--- src/rtl/mmu_pkg.sv ---
// Shared types and sizing for the systolic array result drain sequencer.
// Everything that sizes a port or register lives here so the files agree.
package mmu_pkg;

  localparam int WIDTH     = 8;
  localparam int LENGTH    = 5;
  localparam int MAX_BEATS = 255;

  localparam int BW   = $clog2(MAX_BEATS + 1);
  localparam int CNTW = $clog2(MAX_BEATS + 2 * (LENGTH - 1) + 1);
  localparam int IDXW = (LENGTH > 1) ? $clog2(LENGTH) : 1;
  localparam int ROWW = LENGTH * 2 * WIDTH;

  typedef logic [2*WIDTH-1:0] psum_t;
  typedef psum_t [0:LENGTH-1] psum_row_t;
  typedef psum_row_t [0:LENGTH-1] psum_mat_t;

  typedef enum logic [1:0] {
    IDLE,
    COMPUTE,
    CAPTURE,
    DRAIN
  } drain_state_e;

  // Enable window covers the skew: the far-corner PE finishes 2*(LENGTH-1) beats late.
  function automatic logic [CNTW-1:0] computeCycles(input logic [BW-1:0] beats);
    return CNTW'(beats) + CNTW'(2 * (LENGTH - 1));
  endfunction

endpackage

--- src/rtl/mmu_result_drain_if.sv ---
// Job command, array control and row-stream signals between the drain
// sequencer (slave side) and its surroundings (master side).
interface mmu_result_drain_if;
  import mmu_pkg::*;

  logic             Start;
  logic [BW-1:0]    Beats;
  psum_mat_t        PsumOut;
  logic             MmuEn;
  logic             MmuClr;
  logic             Busy;
  logic             RowValid;
  logic             RowReady;
  logic [ROWW-1:0]  RowData;
  logic [IDXW-1:0]  RowIdx;
  logic             RowLast;

  modport master (
    output Start, Beats, PsumOut, RowReady,
    input  MmuEn, MmuClr, Busy, RowValid, RowData, RowIdx, RowLast
  );

  modport slave (
    input  Start, Beats, PsumOut, RowReady,
    output MmuEn, MmuClr, Busy, RowValid, RowData, RowIdx, RowLast
  );

endinterface

--- src/rtl/mmu_result_snapshot.sv ---
// LENGTH x LENGTH capture bank holding the array results while they drain,
// so the array can be cleared and reused immediately after capture.
module mmu_result_snapshot
  import mmu_pkg::*;
(
  input  logic            i_clk,
  input  logic            i_sync_rst,
  input  logic            i_load,
  input  psum_mat_t       i_psum,
  input  logic [IDXW-1:0] i_sel,
  output psum_row_t       o_row
);

  psum_mat_t r_bank;

  always_ff @(posedge i_clk) begin
    if (i_sync_rst) begin
      r_bank <= '0;
    end else if (i_load) begin
      r_bank <= i_psum;
    end
  end

  // Out-of-range selects read as zero rather than aliasing a real row.
  always_comb begin
    o_row = '0;
    for (int r = 0; r < LENGTH; r++) begin
      if (i_sel == IDXW'(r)) begin
        o_row = r_bank[r];
      end
    end
  end

endmodule

--- src/rtl/mmu_result_drain.sv ---
// Output-side sequencer for the systolic multiply array: times the enable
// window, snapshots and clears the array, then streams rows via valid/ready.
module mmu_result_drain
  import mmu_pkg::*;
(
  input  logic              i_clk,
  input  logic              i_sync_rst,
  mmu_result_drain_if.slave bus
);

  drain_state_e    r_state;
  logic [CNTW-1:0] r_cnt;
  logic            r_mmuEn;
  logic            r_mmuClr;
  logic            r_busy;
  logic            r_rowValid;
  logic [IDXW-1:0] r_rowIdx;
  logic            r_rowLast;

  logic            w_snapLoad;
  psum_row_t       w_snapRow;
  logic [ROWW-1:0] w_rowData;

  // Capture happens on the same edge the array clears, so the bank sees pre-clear sums.
  assign w_snapLoad = (r_state == CAPTURE);

  mmu_result_snapshot u_snapshot (
    .i_clk      (i_clk),
    .i_sync_rst (i_sync_rst),
    .i_load     (w_snapLoad),
    .i_psum     (bus.PsumOut),
    .i_sel      (r_rowIdx),
    .o_row      (w_snapRow)
  );

  always_ff @(posedge i_clk) begin
    if (i_sync_rst) begin
      r_state    <= IDLE;
      r_cnt      <= '0;
      r_mmuEn    <= 1'b0;
      r_mmuClr   <= 1'b0;
      r_busy     <= 1'b0;
      r_rowValid <= 1'b0;
      r_rowIdx   <= '0;
      r_rowLast  <= 1'b0;
    end else begin
      case (r_state)
        IDLE: begin
          if (bus.Start && (bus.Beats != '0)) begin
            r_state <= COMPUTE;
            r_cnt   <= computeCycles(bus.Beats);
            r_mmuEn <= 1'b1;
            r_busy  <= 1'b1;
          end
        end
        COMPUTE: begin
          r_cnt <= r_cnt - CNTW'(1);
          if (r_cnt == CNTW'(1)) begin
            r_state  <= CAPTURE;
            r_mmuEn  <= 1'b0;
            r_mmuClr <= 1'b1;
          end
        end
        CAPTURE: begin
          r_state    <= DRAIN;
          r_mmuClr   <= 1'b0;
          r_rowValid <= 1'b1;
          r_rowIdx   <= '0;
          r_rowLast  <= (LENGTH == 1);
        end
        DRAIN: begin
          if (bus.RowReady) begin
            if (r_rowLast) begin
              r_state    <= IDLE;
              r_rowValid <= 1'b0;
              r_rowLast  <= 1'b0;
              r_rowIdx   <= '0;
              r_busy     <= 1'b0;
            end else begin
              r_rowIdx  <= r_rowIdx + IDXW'(1);
              r_rowLast <= (r_rowIdx == IDXW'(LENGTH - 2));
            end
          end
        end
        default: begin
          r_state <= IDLE;
        end
      endcase
    end
  end

  // Element c sits at the low end of the bus for c = 0; data is forced to zero outside DRAIN.
  always_comb begin
    w_rowData = '0;
    if (r_rowValid) begin
      for (int c = 0; c < LENGTH; c++) begin
        w_rowData[c*2*WIDTH +: 2*WIDTH] = w_snapRow[c];
      end
    end
  end

  assign bus.MmuEn    = r_mmuEn;
  assign bus.MmuClr   = r_mmuClr;
  assign bus.Busy     = r_busy;
  assign bus.RowValid = r_rowValid;
  assign bus.RowData  = w_rowData;
  assign bus.RowIdx   = r_rowIdx;
  assign bus.RowLast  = r_rowLast;

endmodule

--- src/flat_wrapper.sv ---
// flat-port wrapper written by rule: the top's interface ports become plain ports
module mmu_result_drain_flat import mmu_pkg::*;
  (i_clk, i_sync_rst, bus_Start, bus_Beats, bus_PsumOut, bus_RowReady, bus_MmuEn, bus_MmuClr, bus_Busy, bus_RowValid, bus_RowData, bus_RowIdx, bus_RowLast);
  mmu_result_drain_if bus_i ();
  input  logic i_clk;
  input  logic i_sync_rst;
  input wire logic [$bits(bus_i.Start)-1:0] bus_Start;
  input wire logic [$bits(bus_i.Beats)-1:0] bus_Beats;
  input wire logic [$bits(bus_i.PsumOut)-1:0] bus_PsumOut;
  input wire logic [$bits(bus_i.RowReady)-1:0] bus_RowReady;
  output wire logic [$bits(bus_i.MmuEn)-1:0] bus_MmuEn;
  output wire logic [$bits(bus_i.MmuClr)-1:0] bus_MmuClr;
  output wire logic [$bits(bus_i.Busy)-1:0] bus_Busy;
  output wire logic [$bits(bus_i.RowValid)-1:0] bus_RowValid;
  output wire logic [$bits(bus_i.RowData)-1:0] bus_RowData;
  output wire logic [$bits(bus_i.RowIdx)-1:0] bus_RowIdx;
  output wire logic [$bits(bus_i.RowLast)-1:0] bus_RowLast;
  assign bus_i.Start = bus_Start;
  assign bus_i.Beats = bus_Beats;
  assign bus_i.PsumOut = bus_PsumOut;
  assign bus_i.RowReady = bus_RowReady;
  assign bus_MmuEn = bus_i.MmuEn;
  assign bus_MmuClr = bus_i.MmuClr;
  assign bus_Busy = bus_i.Busy;
  assign bus_RowValid = bus_i.RowValid;
  assign bus_RowData = bus_i.RowData;
  assign bus_RowIdx = bus_i.RowIdx;
  assign bus_RowLast = bus_i.RowLast;
  mmu_result_drain u_core (.i_clk(i_clk), .i_sync_rst(i_sync_rst), .bus(bus_i));
endmodule
--- config.mk ---
export PLATFORM = sky130hd
export DESIGN_NAME = mmu_result_drain_flat
export DESIGN_NICKNAME = d
export VERILOG_FILES = /design/src/rtl/mmu_pkg.sv /design/src/rtl/mmu_result_drain_if.sv /design/src/rtl/mmu_result_snapshot.sv /design/src/rtl/mmu_result_drain.sv /design/src/flat_wrapper.sv
export SDC_FILE = /design/constraint.sdc
export NUM_CORES = 1
export LEC_CHECK = 0
export ABC_AREA = 1
export ABC_CLOCK_PERIOD_IN_PS = 5350
export CORE_AREA = 2 2 235 237
export DETAILED_ROUTE_END_ITERATION = 6
export DIE_AREA = 0 0 237 239
export GPL_ROUTABILITY_DRIVEN = 0
export GPL_TIMING_DRIVEN = 1
export HOLD_SLACK_MARGIN = 0.05
export PLACE_DENSITY = 0.65
export SYNTH_ARGS = -nofsm -noshare
export SYNTH_HDL_FRONTEND = slang
export SYNTH_HIERARCHICAL = 1
export SYNTH_SLANG_ARGS = --single-unit
--- constraint.sdc ---
create_clock -name i_clk -period 5.35 [get_ports i_clk]
set_clock_uncertainty 0.2 [all_clocks]
set_input_delay 1.07 -clock i_clk [delete_from_list [all_inputs] [get_ports i_clk]]
set_output_delay 1.07 -clock i_clk [all_outputs]
set_load 0.05 [all_outputs]
==> results.tsv, run 1 <==
stage	metric	value	unit
clocking	clock_latency	570	ps
pwr	powerDensity	470	nW/um^2
clocking	cts_tree	done	
sta	maxSlewHeadroom	34.6	%
critical_path	critical-path-top-delay-family	buffers and inverters	
final_layout	final-seq-area	8400	sq um
grt	antenna_found_initial	10	
sta	period_needed	4900	ps
clocking	cts_buffers	48	
critical_path	cp-start-kind	flip-flop	
floorplan	die_width	237	um
route	drt_pre_antenna_iters	5	
final_layout	multi_input_area	8840	sq um
route	wl_per_cell	17.0	um
critical_path	r2r_cells	6	
synthesis	syn-num-nets	3229	
critical_path	worstReg2RegStart	u_core/r_state[0]	
clocking	cts_sinks	419	
synthesis	synth.top_cell.area_share	44.8	%
critical_path	crit_type	flip-flop to primary output	
synthesis	synthCells	2808	
critical_path	critPathSlowestCell	clkdlybuf4s50_1	
route	drc	0	
pwr	vdd_drop_max	0.355	mV
run	drv_cap	0	
critical_path	reg2reg_to	u_core/u_snapshot/r_bank[213]	
final_layout	areaGrowthSynthToFinish	37.9	%
grt	grt_pass1_vias	18008	
route	via_per_inst	4.91	
final_layout	finalNonFillerCells	3921	
sta	whs	251	ps
critical_path	required	4080	ps
sta	rsz0062_at_grt	false	
min_path	hold_path_class	flip-flop to flip-flop	
final_layout	fillers	5534	
synthesis	synthArstFlopShare	0	%
synthesis	synth_edf_count	0	
synthesis	syn_area_per_cell	6.67	sq um
route	detail-route-antenna-nets	0	
synthesis	yosys_register_bits	419	
clocking	clk_path_buf_depth	3	
route	vias	19236	
grt	track_usage	22.7	%
critical_path	path_buf_inv	3	
floorplan	dieArea	56600	sq um
placed_design	hpwl	44.5	mm
clocking	path_clk_slew	60	ps
sta	finalHoldViolCount	0	
synthesis	yosysSeqAreaShare	44.8	%
critical_path	worst_path_most_repeated_cell	nor2_1	
floorplan	die_h	239	um
critical_path	worstPathArrival	3630	ps
critical_path	crit_fanout	68	
floorplan	core-area	54300	sq um
pwr	p_leak	10.4	nW
min_path	hold_end	u_core/bus.MmuEn	
placed_design	placed_cells	3824	
clocking	cts_max_level	2	
sta	slew_viol_final	0	
clocking	cts_setup_buffers	0	
grt	grt_pass1_wl	102	mm
min_path	min_from	u_core/bus.MmuEn	
grt	grt_max_degree	161	
floorplan	initial_core_util	34.5	%
final_layout	postLayoutCoreUtil	47.6	%
clocking	root_buffer	clkbuf_16	
synthesis	yosysTopAreaCell	dfxtp_1	
route	totalWireLength	66.8	mm
critical_path	path_cells	inv_6 > nand3_4 > nor2_1 > nor2_1 > nand3_1 > nand2_1 > inv_1 > clkdlybuf4s50_1	
clocking	hold_buffers	0	
floorplan	rows	86	
sta	fin_crit_sh	91.5	%
synthesis	ys_types	28	
synthesis	ys.flop_type	dfxtp_1	
critical_path	cpPeakStageDelay	820	ps
clocking	ctsResizeCount	0	
synthesis	yosys_warnings	6	
run_status	status	completed	
placed_design	port_buffers	499	
critical_path	end_kind	primary output	
floorplan	ios	500	
final_layout	layout_common_cells	nand2_1, clkdlybuf4s50_1, dfxtp_1, a21oi_1, nor2_1	
sta	fmax	204	MHz
final_layout	final_common_cell	nand2_1	
sta	worst_pin_slew	981	ps
sta	finalSetupViolCount	0	
sta	tns	0	ps
synthesis	syn_area	18700	sq um
final_layout	stdcell_area	25800	sq um
synthesis	synthTopCellsByArea	dfxtp_1, nand2_1, a21oi_1	
final_layout	post_route_cells_drive_above_1_share	5.42	%
placed_design	dpl_cell_area	24100	sq um
route	drtIter0Drc	1515	
critical_path	cp-startpoint	u_core/bus.RowIdx[2]	
grt	grt.overflow.total	0	
min_path	holdPathStages	2	
critical_path	reg2reg_slack	2410	ps
final_layout	nets	3591	
## report_power, final
| part | switching (mW) | total [mW] | internal, mW | leakage (nW) |
|---|---|---|---|---|
| combinational | 2.83 | 4.19 | 1.36 | 6.14 |
| clock | 1.36 | 3.52 | 2.16 | 0.834 |
| sequential | 0.514 | 4.44 | 3.93 | 3.42 |
| total | 4.71 | 12.2 | 7.45 | 10.4 |
## logic make-up (layout without fill, tap and decap cells)
logic type / Yosys count / in the layout / synth area share [%]
other: 0 / 7 / 0
xor gates and xnor gates: 2 / 2 / 0.0935
AOI/OAI and AO/OA: 436 / 436 / 12.8
buffers and inverters: 403 / 805 / 8.34
and+or+nand+nor: 1539 / 1539 / 33.4
DFF: 419 / 419 / 44.8
adders and majority gates: 9 / 9 / 0.601
## routing by layer
| metal | vias up | wire length (um) | track usage [%] |
|---|---|---|---|
| li1 | 9731 | - | - |
| met1 | 8812 | 29800 | 30.3 |
| met2 | 597 | 31000 | 37.3 |
| met3 | 90 | 4470 | 4.52 |
| met4 | 6 | 1420 | 6.12 |
| met5 | - | 44 | 0 |
## stage by stage
step / total power [mW] / worst slack, ps
floorplan: 7.18 / 2040
global placement: 8.63 / 1090
detailed placement: 8.68 / 1070
CTS: 12.2 / 420
global route: 12.9 / 252
finish: 12.2 / 455
## layout make-up
cell class	count	share of cell area (%)
clock buffer	74	5.62
timing repair buffer	525	20.4
sequential	419	32.5
tap	704	3.41
multi-input combinational	1986	34.2
antenna	7	0.0678
inverter	190	2.81
clock inverter	16	0.973
## worst min-delay path, delay by kind of cell (launching register included)
kind / cells / cell delay [ps]
AO/OA/AOI/OAI: 1 / 40
flip-flops: 1 / 310
buffers and inverters: 1 / 60
## Yosys cell counts (3+ instances only)
master / number
nand2_1: 995
dfxtp_1: 419
a21oi_1: 328
nor2_1: 272
inv_1: 188
nand3_1: 173
clkbuf_1: 162
nand4_1: 83
a211oi_1: 81
buf_2: 35
o21ai_0: 21
buf_1: 15
ha_1: 9
nor3_1: 5
nand3_2: 3
## flip-flops by register name, summed over array words and instances, names as in the netlist
| name | cells |
|---|---|
| u_core/u_snapshot/r_bank | 400 |
| u_core/bus.RowIdx | 3 |
| u_core/bus.MmuClr | 1 |
| u_core/bus.RowValid | 1 |
| u_core/r_state | 2 |
| u_core/bus.Busy | 1 |
| u_core/bus.MmuEn | 1 |
| u_core/bus.RowLast | 1 |
| u_core/r_cnt | 9 |
## how the worst max path moves through the flow
stage | end | slack, ps | cells after the start
floorplan | bus_RowData[0] | 2040 | 7
global placement | bus_RowData[55] | 1090 | 8
detailed placement | bus_RowData[7] | 1070 | 8
CTS | bus_RowData[8] | 420 | 8
global route | bus_RowData[8] | 250 | 8
finish | bus_RowData[13] | 450 | 8
No activity file was read; power rests on OpenSTA's default activity.
==> run 2, diff against run 1 <==
PLACE_DENSITY = not set   (was 0.65)
REMOVE_ABC_BUFFERS = 1   (was not set)
==> run 2 against run 1 <==
Net effect:
- core utilization shrank 0.35 points
- first-iteration DRC count shrank 5.1%
- clock power shrank 11%
- sequential power is essentially flat
- routed wire length shrank 1.4%
- via count grew 1.2%
- worst hold slack gained 8.1 ps
- clock-buffer cell count shrank 10
- die area is the same
- sequential share of layout area grew 0.24 points
- maximum frequency grew 2.1%
- final area shrank 0.73%
==> results.tsv, run 2 (synthesis results as in run 1) <==
stage	metric	value	unit	change
final_layout	multi_input_area	8840	sq um	unchanged
floorplan	rows	86		unchanged
route	via_per_inst	4.99		was 4.91
final_layout	areaGrowthSynthToFinish	36.9	%	was 37.9%
sta	period_needed	4790	ps	was 4900 ps
grt	grt.overflow.total	0		unchanged
critical_path	cp-startpoint	u_core/bus.RowIdx[2]		unchanged
critical_path	cp-start-kind	flip-flop		unchanged
route	drt_pre_antenna_iters	5		unchanged
route	drc	0		unchanged
clocking	cts_setup_buffers	0		unchanged
clocking	cts_sinks	419		unchanged
grt	use_met3	4.86	%	was 4.52%
sta	finalSetupViolCount	0		unchanged
floorplan	dieArea	56600	sq um	unchanged
final_layout	stdcell_area	25700	sq um	was 25800 sq um
clocking	ctsResizeCount	0		unchanged
final_layout	post_route_cells_drive_above_1_share	5.46	%	was 5.42%
route	vias	19464		was 19.2k
clocking	clk_path_buf_depth	3		unchanged
run_status	status	completed		unchanged
final_layout	finalNonFillerCells	3900		was 3921
floorplan	initial_core_util	34.5	%	unchanged
final_layout	nets	3583		was 3591
grt	antenna_found_initial	15		was 10
route	wl_per_cell	16.9	um	was 17.0 um
placed_design	placed_cells	3818		was 3824
critical_path	reg2reg_to	u_core/u_snapshot/r_bank[286]		was u_core/u_snapshot/r_bank[213]
critical_path	reg2reg_slack	2230	ps	was 2410 ps
pwr	powerDensity	458	nW/um^2	was 470 nW/um^2
floorplan	die_width	237	um	unchanged
route	drtIter0Drc	1437		was 1515
pwr	total_power	11.7	mW	was 12.2 mW
pwr	p_leak	10.3	nW	was 10.4 nW
final_layout	final_common_cell	nand2_1		unchanged
critical_path	crit_type	flip-flop to primary output		unchanged
clocking	cts_tree	done		unchanged
clocking	root_buffer	clkbuf_16		unchanged
placed_design	hpwl	43.4	mm	was 44.5 mm
sta	worst_pin_slew	1120	ps	was 981 ps
final_layout	largest_register_ffs	400		unchanged
grt	gr-usage-met1	27.8	%	was 30.3%
floorplan	core-area	54300	sq um	unchanged
final_layout	top_register	u_core/u_snapshot/r_bank		unchanged
sta	slew_viol_final	0		unchanged
grt	grt_pass1_wl	100	mm	was 102 mm
sta	maxSlewHeadroom	25.2	%	was 34.6%
critical_path	worstPathArrival	3520	ps	was 3630 ps
sta	fin_crit_sh	89.6	%	was 91.5%
clocking	cts_max_level	2		unchanged
floorplan	die_h	239	um	unchanged
route	totalWireLength	65.8	mm	was 66.8 mm
sta	rsz0062_at_grt	false		unchanged
sta	finalHoldViolCount	0		unchanged
run	drv_cap	0		unchanged
grt	grt_pass1_vias	18570		was 18.0k
grt	track_usage	22.1	%	was 22.7%
placed_design	port_buffers	499		unchanged
critical_path	required	4080	ps	about the same
critical_path	crit_fanout	83		was 68
floorplan	ios	500		unchanged
critical_path	end_kind	primary output		unchanged
critical_path	worstReg2RegStart	u_core/r_state[0]		unchanged
grt	top_usage_layer	met2		unchanged
critical_path	endpoint	bus_RowData[4]		was bus_RowData[13]
clocking	clock_latency	570	ps	about the same
grt	grt_max_degree	217		was 161
pwr	vdd_drop_max	0.255	mV	was 0.355 mV
sta	fmax	209	MHz	was 204 MHz
clocking	hold_buffers	0		unchanged
clocking	cts_buffers	46		was 48
route	detail-route-antenna-nets	0		unchanged
final_layout	fillers	5488		was 5534
critical_path	r2r_cells	6		unchanged
sta	tns	0	ps	unchanged
clocking	path_clk_slew	70	ps	was 60 ps
placed_design	dpl_cell_area	24200	sq um	was 24100 sq um
final_layout	final-seq-area	8400	sq um	unchanged
final_layout	layout_common_cells	nand2_1, clkdlybuf4s50_1, dfxtp_1, a21oi_1, nor2_1		unchanged
grt	grtUsageMet2	36.6	%	was 37.3%
min_path	hold_path_class	flip-flop to flip-flop		unchanged
-- run 2: worst min path at each step --
stage | end | start | cells after the start | slack [ps]
final | u_core/u_snapshot/r_bank[73] | u_core/u_snapshot/r_bank[73] | 2 | 260
after global routing | u_core/u_snapshot/r_bank[118] | u_core/u_snapshot/r_bank[118] | 2 | 270
after CTS | u_core/u_snapshot/r_bank[11] | u_core/u_snapshot/r_bank[11] | 2 | 260
after detailed placement | u_core/u_snapshot/r_bank[11] | u_core/u_snapshot/r_bank[11] | 2 | 250
after global placement | u_core/u_snapshot/r_bank[107] | u_core/u_snapshot/r_bank[107] | 2 | 250
after floorplan | u_core/u_snapshot/r_bank[0] | u_core/u_snapshot/r_bank[0] | 2 | 230
-- run 2: cell type report --
cell class              instances  area share, %
flip-flops and latches        419           32.7
repair buffers                519           20.8
multi-input cells            1986           34.4
well taps                     704           3.43
clock buffers                  64           5.18
clock inverters                 8          0.468
diodes                         10         0.0975
inverters                     190           2.83
-- run 2: per-stage QoR --
| step | util, % | worst slack, ps | hold slack, ps |
|---|---|---|---|
| floorplan | - | -14230 | 233 |
| global placement | 44.5 | 1160 | 248 |
| detailed placement | 44.5 | 1150 | 252 |
| CTS | 47.2 | 495 | 261 |
| global route | 47.2 | 265 | 271 |
| finish | 47.2 | 556 | 259 |
-- run 2: critical path, cell delays in order (launching register included) --
cell	delay, ps
dfxtp_1	390
inv_6	490
nand3_4	690
nor2_1	260
nor2_1	70
nand3_1	90
nand2_1	60
inv_1	80
clkdlybuf4s50_1	800
-- run 2: routing by layer --
| metal | wire, um | vias to the layer above |
|---|---|---|
| met5 | 65 | - |
| met4 | 2330 | 10 |
| met3 | 4550 | 145 |
| met2 | 31000 | 599 |
| met1 | 27900 | 9014 |
| li1 | - | 9696 |
-- run 2: where the power goes --
part           internal [mW]  switching, mW
clock                   1.86           1.27
combinational           1.35           2.86
sequential              3.93          0.483
total                   7.13           4.61
